### config.mk
export PLATFORM = sky130hd
export DESIGN_NAME = dac_interpolator_flat
export DESIGN_NICKNAME = d
export VERILOG_FILES = /design/src/rtl/dac_interpolator_if.sv /design/src/rtl/dac_interpolator.sv /design/src/flat_wrapper.sv
export SDC_FILE = /design/constraint.sdc
export NUM_CORES = 1
export LEC_CHECK = 0
export BUFFER_PORTS_ARGS = -buffer_cell sky130_fd_sc_hd__buf_4
export CAP_MARGIN = 5
export CELL_PAD_IN_SITES_DETAIL_PLACEMENT = 1
export CELL_PAD_IN_SITES_GLOBAL_PLACEMENT = 1
export CORE_MARGIN = 2
export CORE_UTILIZATION = 44
export CTS_CLUSTER_DIAMETER = 40
export DETAILED_ROUTE_END_ITERATION = 7
export GPL_ROUTABILITY_DRIVEN = 1
export GPL_TIMING_DRIVEN = 1
export PLACE_DENSITY_LB_ADDON = 0.1
export SYNTH_ARGS = -nofsm -noshare
export SYNTH_HDL_FRONTEND = slang
export SYNTH_SLANG_ARGS = --single-unit
export TNS_END_PERCENT = 30
### constraint.sdc
create_clock -name clk -period 2.7 [get_ports clk]
set_clock_uncertainty 0.2 [all_clocks]
set_input_delay 0.27 -clock clk [delete_from_list [all_inputs] [get_ports clk]]
set_output_delay 0.27 -clock clk [all_outputs]
set_load 0.01 [all_outputs]
### src/rtl/dac_interpolator_if.sv
// Sample input stream into the DAC interpolator: signed PCM words under a
// valid/ready handshake.
interface dac_interpolator_if #(
    parameter int BW = 16
);
    logic signed [BW-1:0] s_data;
    logic                 s_valid;
    logic                 s_ready;

    modport master (
        output s_data,
        output s_valid,
        input  s_ready
    );

    modport slave (
        input  s_data,
        input  s_valid,
        output s_ready
    );
endinterface

### src/rtl/dac_interpolator.sv
// Linear-interpolating upsampler: one signed PCM sample in per OSR clocks,
// one interpolated sample out per clock, ramping from x0 towards x1.
module dac_interpolator #(
    parameter int BW       = 16,
    parameter int OSR_LOG2 = 5
) (
    input  logic                 clk,
    input  logic                 rst_n,
    input  logic                 ena,
    dac_interpolator_if.slave    s,
    output logic signed [BW-1:0] interp_o,
    output logic                 interp_valid_o,
    output logic                 underrun_o
);

    localparam int AW = BW + OSR_LOG2 + 1;
    localparam logic [OSR_LOG2-1:0] PHASE_LAST = '1;

    typedef enum logic [1:0] {
        IDLE,
        PRIME,
        RUN
    } state_t;

    state_t               state;
    logic signed [BW-1:0] x0;
    logic signed [BW-1:0] x1;
    logic signed [BW-1:0] pend;
    logic                 pend_full;
    logic signed [BW:0]   step;
    logic signed [AW-1:0] acc;
    logic [OSR_LOG2-1:0]  phase;
    logic                 accept;

    // Sample value placed at the start of a period, in accumulator units.
    function automatic logic signed [AW-1:0] scale(input logic signed [BW-1:0] x);
        return AW'(x) <<< OSR_LOG2;
    endfunction

    function automatic logic signed [BW:0] diff(input logic signed [BW-1:0] a,
                                                input logic signed [BW-1:0] b);
        return (BW + 1)'(a) - (BW + 1)'(b);
    endfunction

    // NOTE: rst_n gates ready directly because pend_full alone would read 0 during reset.
    assign s.s_ready = rst_n & ena & ~pend_full;
    assign accept    = s.s_valid & s.s_ready;

    always_ff @(posedge clk or negedge rst_n) begin
        // NOTE: the datapath is reset as well so interp_o drops to 0 the instant rst_n falls.
        if (!rst_n) begin
            state          <= IDLE;
            x0             <= '0;
            x1             <= '0;
            pend           <= '0;
            pend_full      <= 1'b0;
            step           <= '0;
            acc            <= '0;
            phase          <= '0;
            interp_o       <= '0;
            interp_valid_o <= 1'b0;
            underrun_o     <= 1'b0;
        end else begin
            underrun_o <= 1'b0;
            if (!ena) begin
                interp_valid_o <= 1'b0;
            end else begin
                // Accept and consume never coincide: ready is low whenever pend is full.
                if (accept) begin
                    pend      <= s.s_data;
                    pend_full <= 1'b1;
                end
                case (state)
                    IDLE: begin
                        if (pend_full) begin
                            x0        <= pend;
                            pend_full <= 1'b0;
                            state     <= PRIME;
                        end
                    end
                    PRIME: begin
                        if (pend_full) begin
                            x1        <= pend;
                            pend_full <= 1'b0;
                            acc       <= scale(x0);
                            step      <= diff(pend, x0);
                            phase     <= '0;
                            state     <= RUN;
                        end
                    end
                    RUN: begin
                        interp_o       <= BW'(acc >>> OSR_LOG2);
                        interp_valid_o <= 1'b1;
                        if (phase != PHASE_LAST) begin
                            acc   <= acc + AW'(step);
                            phase <= phase + 1'b1;
                        end else begin
                            x0    <= x1;
                            acc   <= scale(x1);
                            phase <= '0;
                            if (pend_full) begin
                                x1        <= pend;
                                pend_full <= 1'b0;
                                step      <= diff(pend, x1);
                            end else begin
                                // Starved: flat-line on x1 until input resumes.
                                step       <= '0;
                                underrun_o <= 1'b1;
                            end
                        end
                    end
                    default: state <= IDLE;
                endcase
            end
        end
    end

endmodule

### src/flat_wrapper.sv
// flat-port wrapper written by rule: the top's interface ports become plain ports
module dac_interpolator_flat 
#(
    parameter int BW       = 16,
    parameter int OSR_LOG2 = 5
)
  (clk, rst_n, ena, interp_o, interp_valid_o, underrun_o, s_s_data, s_s_valid, s_s_ready);
  dac_interpolator_if #(.BW(BW)) s_i ();
  input  logic clk;
  input  logic rst_n;
  input  logic ena;
  output logic signed [BW-1:0] interp_o;
  output logic interp_valid_o;
  output logic underrun_o;
  input wire logic [$bits(s_i.s_data)-1:0] s_s_data;
  input wire logic [$bits(s_i.s_valid)-1:0] s_s_valid;
  output wire logic [$bits(s_i.s_ready)-1:0] s_s_ready;
  assign s_i.s_data = s_s_data;
  assign s_i.s_valid = s_s_valid;
  assign s_s_ready = s_i.s_ready;
  dac_interpolator #(.BW(BW), .OSR_LOG2(OSR_LOG2)) u_core (.clk(clk), .rst_n(rst_n), .ena(ena), .s(s_i), .interp_o(interp_o), .interp_valid_o(interp_valid_o), .underrun_o(underrun_o));
endmodule
# Word level (Yosys, flattened, before mapping)
# Index checks and enable logic that the tools add are counted.
# totals
elab_cells	67
ff_bits	113
input_bits	20
output_inout_bits	19
# op_classes
n_reduce_logical	11
addsub	4
n_mux	29
eq_ne	7
bitwise	5
# ops
operator	n
two-way mux 16 bit	4
case mux 16 bit (2 select lines)	2
two-way mux 17 bit	3
two-way mux 22 bit	2
case mux 22 bit (2 select lines)	1
case mux 17 bit (2 select lines)	1
subtractor 16 x 16 -> 17 bit	2
adder 22 x 17 -> 22 bit	1
AND reduction 4 bit	3
two-way mux 5 bit	2
case mux 5 bit (2 select lines)	1
two-way mux 1 bit	9
inequality test 2 x 1 -> 1 bit (second input constant)	3
case mux 2 bit (3 select lines)	1
AND reduction 3 bit	2
adder 5 x 1 -> 5 bit (second input constant)	1
inequality test 5 bit (second input constant)	1
two-way mux 2 bit	2
AND reduction 2 bit	2
nonzero test 2 bit	2
AND 1 bit	3
== test 2 x 1 -> 1 bit (second input constant)	1
== test 2 bit (second input constant)	1
logical NOT 2 bit	1
4 further kinds	5

# Depth between registers and ports, before layout
# logic_depth
ltp_word	7
depth_mapped	11
mapped_depth_nobuf	11

# Worst setup path after synthesis
# Ideal clock, no wire load.
# synth_timing
path_kind	register to register
from	register u_core.acc[0]
to	register u_core.acc[20]
slack_ns	0.059
setup_ns	0.082
arrival_ns	2.359
required_ns	2.418
path_stages_with_launch	11
n_path_buf	0
period_less_slack_ns	2.641
cell_sequence	dfrtp_1 > ha_1 > inv_1 > fa_1 > and2b_1 > o31ai_1 > a211o_1 > a21oi_2 > nor2_1 > or4b_1 > a31oi_1
# synth_between
elab_chain_len	3
# synth_lines
element	line_no	source
start, declared	dac_interpolator.sv:31	logic signed [AW-1:0] acc;
start signal, assigned	dac_interpolator.sv:85	acc <= scale(x0);
start signal, assigned	dac_interpolator.sv:95	acc <= acc + AW'(step);
start signal, assigned	dac_interpolator.sv:99	acc <= scale(x1);
adder 22 x 17 -> 22 bit	dac_interpolator.sv:95	
two-way mux 22 bit	dac_interpolator.sv:94	if (phase != PHASE_LAST) begin
case mux 22 bit (2 select lines)	dac_interpolator.sv:73	case (state)
# No other way between the ends.
# A chain may end at the register's enable or synchronous reset.

# Final worst setup path
# layout_timing
from	register u_core.step[0]
to	register u_core.acc[20]
# layout_between
elab_chain_len	3
# layout_lines
element	line_no	source
start, declared	dac_interpolator.sv:30	logic signed [BW:0] step;
start signal, assigned	dac_interpolator.sv:86	step <= diff(pend, x0);
start signal, assigned	dac_interpolator.sv:104	step <= diff(pend, x1);
adder 22 x 17 -> 22 bit	dac_interpolator.sv:95	
two-way mux 22 bit	dac_interpolator.sv:94	
case mux 22 bit (2 select lines)	dac_interpolator.sv:73	
# No other way between the ends.

==> results.toml <==
[run_status]
status = "complete, but fails checks"
violations = "setup timing"

[logic_synthesis]
yosysWarnings = 0
synth.avg_cell_area_sq_um = 9.21
synth_edf_count = 0
async_flop_share_pct = 100
yosysUniqueCellTypes = 66
ys_ff_latch = 112
synth_area_sq_um = 7410
syn-instance-count = 804
syn-num-nets = 885
synth_area_leaders = "dfrtp_1 38%, ha_1 9.8%, mux2_2 5.2%"
synthFlopType = "dfrtp_1"
yosysTopAreaCellShare_pct = 37.8
ys_seq_area_share_pct = 37.8
post-synth-top-area-cell = "dfrtp_1"

[power]
p_comb_share_pct = 62.1
p_seq_share_pct = 25.5
power_density_nw_per_um2 = 1350
peakVddDrop_v = 0.000492
netSwitchingPower_mw = 5.44
p_int_mw = 6.51
sw_frac_of_total_pct = 45.5
p_leak_nw = 4.03
p_clk_share_pct = 12.4

[finish]
final_common_cell = "dfrtp_1"
syn_to_final_growth_pct = 19.5
fill_cells = 1875
fin_util_pct = 53.5
antenna_cells = 0
drive_above_1_share_pct = 19.3
nNetsFinal = 962
most-common-layout-cells = "112 x dfrtp_1, 87 x nand2_1, 79 x buf_4, 67 x o21ai_0, 53 x ha_1"

[timing]
fin_crit_sh_pct = 103
slew_headroom_pct = 46.3
worst_slack_ns = -0.0690
rsz0062_at_grt = "true"
clock.fmax_mhz = 361
worst_slew_pin_slew_ns = 0.806
finalMaxSlewViolations = 0
finalCriticalPeriod_ns = 2.77
tns_ns = -0.0690
final-setup-viol-count = 1
hold_viol = 0

[detailed_routing]
dr_wl_met3_microns = 725
drt_pre_antenna_iters = 4
ant_nets = 0
route.detailed.drc = 0
wl_per_cell_microns = 20.5
m1WireLength_microns = 10500
top_layer_used = "met4"
routed_wirelength_microns = 22700
vias = 6435
drt-vias-per-instance = 5.82
drt_iter0_drc = 418
wl_met2_microns = 11000

[cts]
htree_levels = 3
tritoncts = "built"
cts_sinks = 112
clk_path_buf_depth = 2
cts_root_buffer = "clkbuf_16"
clock_latency_ns = 0.36
cts.clk_slew.worst_paths_ns = 0.08
cts_buffers = 9

[floorplan]
die_y_microns = 134
start_util_pct = 44.8
die_w_microns = 134
dieArea_sq_um = 17900
io_pins = 39
core_area_sq_um = 16500
rows = 47

[placed_design]
hpwlAfterDp_microns = 16800
io_buffers = 38
place_congestion = 0.945

[setup_path]
crit_required_ns = 2.78
cp_slowest_stage_delay_ns = 0.48
worst-setup-path-type = "reg2reg"
crit_slowest_cell = "or4b_1"
cp-end-kind = "flop"
crit_chain = "ha_2 -> inv_2 -> fa_2 -> and2b_2 -> o31ai_4 -> a211o_1 -> a21oi_2 -> nor2_2 -> or4b_1 -> a31oi_1"
startpoint_type = "flop"
path_max_fanout = 3
critPathArrivalTime_ns = 2.85

[grt]
grt_pass1_vias = 6964
grt_max_degree = 62
grt_antenna_before_repair = 0
grt.overflow.total = 0
groute.usage.overall_pct = 26.5
grt_pass1_wl_microns = 37000

[hold_path]
holdCritPathClass = "in2reg"

[job]
drv_cap = 0
final cells by class:
class | count | area [sq um] | area share, %
clock inverters | 7 | 96.3 | 1.09
flip-flops and latches | 112 | 2800 | 31.7
inverters | 49 | 184 | 2.08
well taps | 220 | 275 | 3.11
multi-input cells | 608 | 4410 | 49.9
clock buffers | 9 | 225 | 2.55
repair buffers | 101 | 853 | 9.64
layer usage:
| layer | track usage, % | up-vias |
|---|---|---|
| li1 | - | 3058 |
| met1 | 35.2 | 3228 |
| met2 | 44.6 | 112 |
| met3 | 3.39 | 37 |
| met4 | 9.52 | 0 |
| met5 | 0 | - |
worst max-delay path: cells and delay by family (launching register included):
family	cells	cell delay (ns)
simple gates	3	0.78
flops	1	0.37
buf+inv	1	0.04
fa+ha+maj	2	0.52
compound gates	4	0.79
synth_stat cells, drive strengths merged, types with 7 or more instances:
| master | count |
|---|---|
| a211oi | 11 |
| a21o | 13 |
| a21oi | 51 |
| a22oi | 9 |
| a31oi | 7 |
| and3 | 7 |
| clkbuf | 31 |
| dfrtp | 112 |
| ha | 58 |
| inv | 49 |
| mux2 | 34 |
| mux2i | 23 |
| nand2 | 87 |
| nand2b | 7 |
| nand3 | 14 |
| nand4 | 9 |
| nor2 | 41 |
| nor2b | 10 |
| nor3 | 9 |
| o21a | 19 |
| o21ai | 75 |
| o221ai | 9 |
| xnor2 | 24 |
| xor2 | 12 |
flip-flops by register name, summed over array words and instances (netlist names):
| name | count |
|---|---|
| u_core.step | 17 |
| u_core.phase | 5 |
| u_core.underrun_o | 1 |
| u_core.pend_full | 1 |
| u_core.state | 2 |
| u_core.pend | 16 |
| u_core.x1 | 16 |
| u_core.acc | 21 |
| u_core.interp_valid_o | 1 |
| u_core.interp_o | 16 |
| u_core.x0 | 16 |
power groups by stage:
stage	clock, mW	combinational, mW	sequential, mW
floorplan	0	4.92	2.88
global placement	0	6.72	3.01
detailed placement	0	7.01	3.06
CTS	1.52	7.17	3.03
global route	1.58	8.16	3.14
finish	1.48	7.42	3.04
worst paths after layout:
path,startpoint,endpoint,slack [ns],depth (start not counted)
worst max-delay path,u_core.step[0]$_DFFE_PN0P_,u_core.acc[20]$_DFFE_PN0P_,-0.07,10
worst min-delay path,s_s_valid,u_core.pend_full$_DFFE_PN0P_,0.26,4
worst max register to register,u_core.step[0]$_DFFE_PN0P_,u_core.acc[20]$_DFFE_PN0P_,-0.07,10
worst min register to register,u_core.phase[3]$_DFFE_PN0P_,u_core.phase[3]$_DFFE_PN0P_,0.28,1
max in group asynchronous,rst_n,u_core.x1[11]$_DFFE_PN0P_,1.29,3
min in group asynchronous,rst_n,u_core.acc[5]$_DFFE_PN0P_,0.42,3
what timing repair did:
action                                  4_1_cts  5_1_grt
endpoints found under the setup margin       11       18
gates resized for setup                      11       24
buffers inserted                              4        1
hold buffers                                 18        0
pin swaps                                     7       14
endpoints found under the hold margin       129        0
through the flow:
stage	total power [mW]	setup WS, ns	instances	area [sq um]	hold WS, ns
6_report	11.9	-0.0690	1106	8850	0.257
5_1_grt	12.9	-0.173	1106	8850	0.288
4_1_cts	11.7	-0.0759	1105	8750	0.250
3_5_place_dp	10.1	-0.197	1067	8190	0.269
3_3_place_gp	9.74	-0.120	1067	8190	0.259
2_1_floorplan	7.80	0.0594	804	7410	-0.226
cell families after synthesis:
logic type,after synthesis,synth area share (%)
mux,57,8.28
fa+ha+maj,61,10.6
compound gates,245,21.4
simple gates,209,13.3
flops,112,37.8
buf+inv,84,4.34
xor+xnor,36,4.26
Power figures use the tool's default switching activity.
